<file path="src/rtl/cpu_pkg.sv">
// Shared core constants, pc_src encoding and the IF/ID bundle.
// Used by if_stage and its next-PC mux.
package cpu_pkg;

  localparam logic [31:0] RESET_PC = 32'h8000_0000;
  localparam logic [31:0] IRQ_VEC  = 32'h8000_0004;
  localparam logic [31:0] EXC_VEC  = 32'h8000_0008;
  localparam logic [31:0] NOP      = 32'h0000_0000;

  typedef enum logic [1:0] {
    PC_SEQ = 2'd0,
    PC_BR  = 2'd1,
    PC_J   = 2'd2,
    PC_JR  = 2'd3
  } pc_src_e;

  typedef struct packed {
    logic [31:0] instr;
    logic [31:0] pc_plus4;
    logic        valid;
  } if_id_t;

  // PC[31] is the supervisor bit; only the low 31 bits count.
  function automatic logic [31:0] pc_inc(input logic [31:0] pc);
    return {pc[31], pc[30:0] + 31'd4};
  endfunction

endpackage

</file>
<file path="src/rtl/if_stage_if.sv">
// Instruction ROM bus and IF/ID register outputs of the fetch stage.
// master = if_stage, slave = ROM / decode side.
interface if_stage_if;

  logic [31:0] rom_addr;
  logic [31:0] rom_data;
  logic [31:0] ifid_instr;
  logic [31:0] ifid_pc_plus4;
  logic        ifid_valid;

  modport master (
    output rom_addr,
    input  rom_data,
    output ifid_instr,
    output ifid_pc_plus4,
    output ifid_valid
  );

  modport slave (
    input  rom_addr,
    output rom_data,
    input  ifid_instr,
    input  ifid_pc_plus4,
    input  ifid_valid
  );

endinterface

</file>
<file path="src/rtl/pc_next_sel.sv">
// Combinational next-PC mux with supervisor-bit rules.
// Priority: exc > pc_src redirect > irq > sequential.
import cpu_pkg::*;

module pc_next_sel (
  input  logic [31:0] pc,
  input  logic [3:0]  ifid_hi,
  input  pc_src_e     pc_src,
  input  logic        exc,
  input  logic        irq_accept,
  input  logic [30:0] branch_target,
  input  logic [25:0] jump_index,
  input  logic [31:0] jr_target,
  output logic [31:0] next_pc,
  output logic        redirect
);

  logic [31:0] tgt;
  logic        kern;

  assign kern = ifid_hi[3];

  always_comb begin
    tgt = pc_inc(pc);
    unique case (1'b1)
      pc_src == PC_BR:
        tgt = {kern, branch_target};
      pc_src == PC_J:
        tgt = {ifid_hi, jump_index, 2'b00};
      pc_src == PC_JR:
        // user code may never jump into kernel space
        tgt = kern ? jr_target
                   : {1'b0, jr_target[30:0]};
      default: ;
    endcase
  end

  always_comb begin
    next_pc  = pc_inc(pc);
    redirect = exc | irq_accept
             | (pc_src != PC_SEQ);
    unique case (1'b1)
      exc:
        next_pc = EXC_VEC;
      !exc && pc_src != PC_SEQ:
        next_pc = tgt;
      !exc && pc_src == PC_SEQ && irq_accept:
        next_pc = IRQ_VEC;
      default: ;
    endcase
  end

endmodule

</file>
<file path="src/rtl/if_stage.sv">
// Instruction fetch stage: PC, ROM address, IF/ID register.
// Interrupt path present only when IF_IRQ_EN is defined.
import cpu_pkg::*;

module if_stage (
  input  logic        clk,
  input  logic        reset,
  input  logic        stall,
  input  logic        flush,
  input  logic [1:0]  pc_src,
  input  logic        exc,
  input  logic [31:0] branch_target,
  input  logic [25:0] jump_index,
  input  logic [31:0] jr_target,
  input  logic        irq,
  if_stage_if.master  bus,
  output logic        irq_take,
  output logic [31:0] irq_epc
);

  logic [31:0] pc;
  logic [31:0] pc_plus4;
  logic [31:0] next_pc;
  logic        redirect;
  logic        irq_accept;
  if_id_t      ifid;
  logic        unused_bits;

  assign pc_plus4    = pc_inc(pc);
  assign unused_bits = branch_target[31];

  assign bus.rom_addr      = pc;
  assign bus.ifid_instr    = ifid.instr;
  assign bus.ifid_pc_plus4 = ifid.pc_plus4;
  assign bus.ifid_valid    = ifid.valid;

`ifdef IF_IRQ_EN
  logic        take_q;
  logic [31:0] epc_q;

  assign irq_accept = irq & ~pc[31] & ~stall
                    & ~exc & ifid.valid
                    & (pc_src == PC_SEQ);

  always_ff @(posedge clk or negedge reset) begin
    if (!reset) begin
      take_q <= 1'b0;
      epc_q  <= '0;
    end else begin
      take_q <= irq_accept;
      if (irq_accept) epc_q <= pc_plus4;
    end
  end

  assign irq_take = take_q;
  assign irq_epc  = epc_q;
`else
  logic unused_irq;

  assign unused_irq = irq;
  assign irq_accept = 1'b0;
  assign irq_take   = 1'b0;
  assign irq_epc    = '0;
`endif

  pc_next_sel u_sel (
    .pc            (pc),
    .ifid_hi       (ifid.pc_plus4[31:28]),
    .pc_src        (pc_src_e'(pc_src)),
    .exc           (exc),
    .irq_accept    (irq_accept),
    .branch_target (branch_target[30:0]),
    .jump_index    (jump_index),
    .jr_target     (jr_target),
    .next_pc       (next_pc),
    .redirect      (redirect)
  );

  // redirects and flush both override a hazard stall
  always_ff @(posedge clk or negedge reset) begin
    if (!reset)
      pc <= RESET_PC;
    else if (redirect | flush | ~stall)
      pc <= next_pc;
  end

  always_ff @(posedge clk or negedge reset) begin
    if (!reset) begin
      ifid <= '0;
    end else if (flush | irq_accept) begin
      ifid <= '{instr: NOP, pc_plus4: '0,
                valid: 1'b0};
    end else if (!stall) begin
      ifid <= '{instr: bus.rom_data,
                pc_plus4: pc_plus4,
                valid: 1'b1};
    end
  end

endmodule

</file>
<file path="src/flat_wrapper.sv">
// flat-port wrapper written by rule: the top's interface ports become plain ports
module if_stage_flat 
  (clk, reset, stall, flush, pc_src, exc, branch_target, jump_index, jr_target, irq, irq_take, irq_epc, bus_rom_addr, bus_rom_data, bus_ifid_instr, bus_ifid_pc_plus4, bus_ifid_valid);
  if_stage_if bus_i ();
  input  logic clk;
  input  logic reset;
  input  logic stall;
  input  logic flush;
  input  logic [1:0] pc_src;
  input  logic exc;
  input  logic [31:0] branch_target;
  input  logic [25:0] jump_index;
  input  logic [31:0] jr_target;
  input  logic irq;
  output logic irq_take;
  output logic [31:0] irq_epc;
  output wire logic [$bits(bus_i.rom_addr)-1:0] bus_rom_addr;
  input wire logic [$bits(bus_i.rom_data)-1:0] bus_rom_data;
  output wire logic [$bits(bus_i.ifid_instr)-1:0] bus_ifid_instr;
  output wire logic [$bits(bus_i.ifid_pc_plus4)-1:0] bus_ifid_pc_plus4;
  output wire logic [$bits(bus_i.ifid_valid)-1:0] bus_ifid_valid;
  assign bus_rom_addr = bus_i.rom_addr;
  assign bus_i.rom_data = bus_rom_data;
  assign bus_ifid_instr = bus_i.ifid_instr;
  assign bus_ifid_pc_plus4 = bus_i.ifid_pc_plus4;
  assign bus_ifid_valid = bus_i.ifid_valid;
  if_stage u_core (.clk(clk), .reset(reset), .stall(stall), .flush(flush), .pc_src(pc_src), .exc(exc), .branch_target(branch_target), .jump_index(jump_index), .jr_target(jr_target), .irq(irq), .bus(bus_i), .irq_take(irq_take), .irq_epc(irq_epc));
endmodule
</file>
<file path="config.mk">
export PLATFORM = sky130hd
export DESIGN_NAME = if_stage_flat
export DESIGN_NICKNAME = d
export VERILOG_FILES = /design/src/rtl/cpu_pkg.sv /design/src/rtl/if_stage_if.sv /design/src/rtl/pc_next_sel.sv /design/src/rtl/if_stage.sv /design/src/flat_wrapper.sv
export SDC_FILE = /design/constraint.sdc
export NUM_CORES = 1
export LEC_CHECK = 0
export CAP_MARGIN = 20
export CORE_MARGIN = 2
export CORE_UTILIZATION = 47
export DETAILED_ROUTE_END_ITERATION = 8
export PLACE_DENSITY_LB_ADDON = 0.2
export SLEW_MARGIN = 15
export SYNTH_ARGS = -nofsm -noshare
export SYNTH_HDL_FRONTEND = slang
export SYNTH_HIERARCHICAL = 1
export SYNTH_SLANG_ARGS = --single-unit
</file>
<file path="constraint.sdc">
create_clock -name clk -period 6.8 [get_ports clk]
set_input_delay 1.36 -clock clk [delete_from_list [all_inputs] [get_ports clk]]
set_output_delay 1.36 -clock clk [all_outputs]
set_load 0.05 [all_outputs]
</file>
==> implementation parameters <==
Parameter                              Value

Finish
  Relative area change from synthesis to final layout    40.5%
  Layout cell share with drive strength beyond 1    between 10% and 20%
  Final instance area    8870 um^2
  Diodes inserted    0
  Final net count    986
  FILL cells    1036

Setup path
  Endpoint of the worst-slack reg-to-reg timing path    u_core/bus.rom_addr[20]
  Critical R2R Launch    u_core/bus.rom_addr[2]
  Critical Path Fanout Max    33
  Data arrival time of the critical path    4500 ps
  Data required time of the worst path    7030 ps
  WS Path Type    input port to flop
  CP startpoint kind    input port
  Number of cells on the worst reg-to-reg path    6
  Category of the worst setup path capture point    flop
  Worst reg-to-reg setup slack    around 3800 ps

Power and ir drop
  Switching share of power    33.9%
  Share of power burned in combinational logic    28.3%
  Worst ir drop on vdd    0.109 mV
  P_sw    0.582 mW
  Sequential cell fraction of total power    39.3%
  PwrDens    ~190 nW/um^2
  Static leakage power    3.56 nW
  Internal Pwr Total    about 1.1 mW
  Clock power frac    32.5%

Status
  Outcome    completed

STA
  Number of slew-limit violations in the final report    0
  Summed negative setup slack over all endpoints    0 ps
  Final-layout worst hold slack    503 ps
  Count of endpoints failing setup in the final report    0
  Final hold vios    0
  F_max    235 MHz
  Max transition margin    28.6%
  RSZ-0062 raised after global routing    no
  Actual transition at the worst max-transition pin    approximately 1100 ps
  Final critical-path share of the clock period    62.7%
  Time the worst path needs with I/O delays and setup    4260 ps
  Clock skew after layout    between 9 and 10 ps

Floorplan
  Starting utilization of the core area    47.9%
  Number of primary I/O pins    260
  Die Y-Extent    120 um
  Std cell rows    42
  Area enclosed by the die boundary    roughly 14000 um^2
  Die Width    roughly 120 um
  Area of the core region    ~13000 um^2

GRT
  Initial antenna violation count    0
  Gr usage total    26.4%
  Largest net degree at the start of global routing    78
  Vias in the first global route    5712
  Global-route wire length before repair    30200 um
  GR Overflow Total    0

Yosys
  Most instantiated library cell after synthesis    sky130_fd_sc_hd__dfrtp_1
  Main combinational cell family by area after synthesis    simple AND/OR/NAND/NOR gates
  Most common flop cell mapped by yosys    sky130_fd_sc_hd__dfrtp_1
  Share of synthesized area occupied by flip-flops and latches    38.4%
  Post-Syn Area    6320 um^2
  Commonest cells in the synthesized netlist    sky130_fd_sc_hd__dfrtp_1, sky130_fd_sc_hd__nor2_1, sky130_fd_sc_hd__mux2_2
  Synthesized-area fraction occupied by ao, oa, aoi and oai cells    13.5%
  Post-synth cell types    63
  Fraction of the mapped netlist area in simple logic gates    19.0%
  Mean area per synthesized cell    9.64 um^2
  Proportion of netlist area held by the largest area contributor    about two fifths
  Multiplexer share of the synthesized area    17.1%
  Synthesized-area fraction occupied by adder cells    0.396%
  Post-synthesis cell type with the largest combined area    sky130_fd_sc_hd__dfrtp_1
  Top post-synthesis cells by area    sky130_fd_sc_hd__dfrtp_1, sky130_fd_sc_hd__mux2_2, sky130_fd_sc_hd__mux2i_1
  Count of warnings emitted by yosys    6
  Post-synthesis share of cell area spent on xor and xnor gates    3.60%
  Gate count after technology mapping    655
  Async set-reset flop share out of synthesis    100%
  Number of synthesized flops with an enable pin    0
  Number of storage elements in the synthesis netlist    97

CTS
  Skew-Pair Late Insertion Delay    ~350 ps
  CTS tree    yes
  Hold buffers post-CTS    0
  Resize count post-CTS    0
  TritonCTS buffer count    9
  Library cell used as clock root buffer    sky130_fd_sc_hd__clkbuf_16
  Maximum count of clock buffers along a single path    2
  Clock transition at the register clock pins on the worst setup and hold paths after CTS    70 ps
  Total number of clock tree sinks    97
  Post-CTS Setup Repair Bufs    0
  Depth of the CTS H-tree    3

Routing
  Routed length per placed instance    18.8 um
  Number of nets still failing antenna checks after routing    0
  Vias per cell    5.79
  Routed vias    5997
  Total Routed Length    19500 um
  Length of the first detailed-routing pass in iterations    6
  Violation count after the first detailed-route iteration    about 540
  DRC violation count after routing    0

Hold path
  Hold Path End    u_core/bus.ifid_pc_plus4[21]
  Cells on Worst Hold Path    1
  Hold Path Class    flop to flop
  Hold Startpoint    u_core/bus.ifid_pc_plus4[21]

Placement
  Placed cell areas    roughly 8500 um^2
  Port-buffer cells    224
  Placer's final routability congestion estimate    roughly 0.85
  Sum of net half-perimeters after detailed placement    between 10000 and 15000 um

Run
  Max-cap check violation count    0
critical path, cell delays in order:
cell                              delay [ps]
sky130_fd_sc_hd__clkdlybuf4s50_1         410
sky130_fd_sc_hd__buf_4                   280
sky130_fd_sc_hd__nor4_4                  820
sky130_fd_sc_hd__inv_2                   490
sky130_fd_sc_hd__nor3_2                  260
sky130_fd_sc_hd__buf_4                   440
sky130_fd_sc_hd__mux2_2                  390
power groups by stage:
stage	Sequential, mW	Combinational, mW	Clock (mW)
5_1_grt	0.680	0.513	0.596
2_1_floorplan	0.791	0.185	0
6_report	0.674	0.486	0.557
3_5_place_dp	0.684	0.483	0
3_3_place_gp	0.680	0.477	0
4_1_cts	0.673	0.486	0.568
per-layer routing:
metal,global-route usage [%],share of wire (%),vias to the layer above
met5,0,0,-
met4,6.91,1.4,0
met3,8.41,11,31
met2,43.0,47,324
met1,34.1,41,2867
li1,-,-,2775
logic make-up (layout without fill, tap and decap cells):
| group | count (synthesis) | in the layout |
|---|---|---|
| AO/OA/AOI/OAI | 115 | 115 |
| XOR/XNOR | 26 | 26 |
| adder cells (fa/ha/maj) | 2 | 2 |
| buffers and inverters | 95 | 265 |
| flip-flops | 97 | 97 |
| multiplexers | 99 | 99 |
| other | 1 | 35 |
| AND/OR/NAND/NOR | 220 | 220 |
through the flow:
step           utilization [%]  setup slack [ps]  cells  total power [mW]
3_5_place_dp              64.6              2220   1018              1.17
6_report                  67.3              2540   1035              1.72
3_3_place_gp              64.6              2290   1018              1.16
2_1_floorplan                -              3360    689             0.977
5_1_grt                   67.3              2420   1035              1.79
4_1_cts                   67.1              2570   1034              1.73
how the worst max path moves through the flow:
stage | slack, ps | cells after the start | start | end
after floorplan | 3360 | 8 | pc_src[0] | u_core/bus.rom_addr[6]
after global placement | 2290 | 7 | pc_src[0] | u_core/bus.rom_addr[28]
after detailed placement | 2220 | 7 | pc_src[0] | u_core/bus.rom_addr[8]
after CTS | 2570 | 7 | pc_src[0] | u_core/bus.rom_addr[12]
after global routing | 2420 | 7 | pc_src[0] | u_core/bus.rom_addr[20]
final | 2540 | 7 | pc_src[0] | u_core/bus.rom_addr[12]
area by class of cell:
type / instances / area (um^2) / share of cell area (%)
inverters: 18 / 67.6 / 0.761
repair buffers: 231 / 2300 / 26.0
flip-flops and latches: 97 / 2430 / 27.4
clock buffers: 9 / 225 / 2.54
clock inverters: 7 / 103 / 1.16
multi-input cells: 497 / 3520 / 39.7
well taps: 176 / 220 / 2.48
sequential cells by signal, indices dropped and copies added (netlist names):
register                  flops
u_core/bus.ifid_instr        32
u_core/bus.ifid_pc_plus4     32
u_core/bus.ifid_valid         1
u_core/bus.rom_addr          32
layout by cell type, fill, tap and decap left out, drive strengths merged, types with 3 or more instances in the layout:
cell type / netlist / layout
a311oi: 4 / 4
o21ai: 9 / 9
o311ai: 6 / 6
nand2: 28 / 28
nor3: 19 / 19
nand3: 22 / 22
nand4: 25 / 25
conb: 1 / 35
nor4: 14 / 14
buf: 49 / 10
mux2: 60 / 60
dfrtp: 96 / 96
and3: 4 / 4
or3: 6 / 6
a2111oi: 7 / 7
clkbuf: 28 / 9
or4: 3 / 3
inv: 17 / 18
o211ai: 10 / 10
o22a: 4 / 4
mux2i: 38 / 38
nor2: 72 / 72
and2: 4 / 4
xnor2: 16 / 16
and4: 9 / 9
nor2b: 3 / 3
clkinv: 1 / 4
xor2: 10 / 10
clkdlybuf4s50: 0 / 221
a22oi: 28 / 28
nor4b: 3 / 3
a211o: 3 / 3
a21oi: 6 / 6
o22ai: 15 / 15
a211oi: 12 / 12
nand2b: 4 / 4
(Power assumes the default switching activity.)
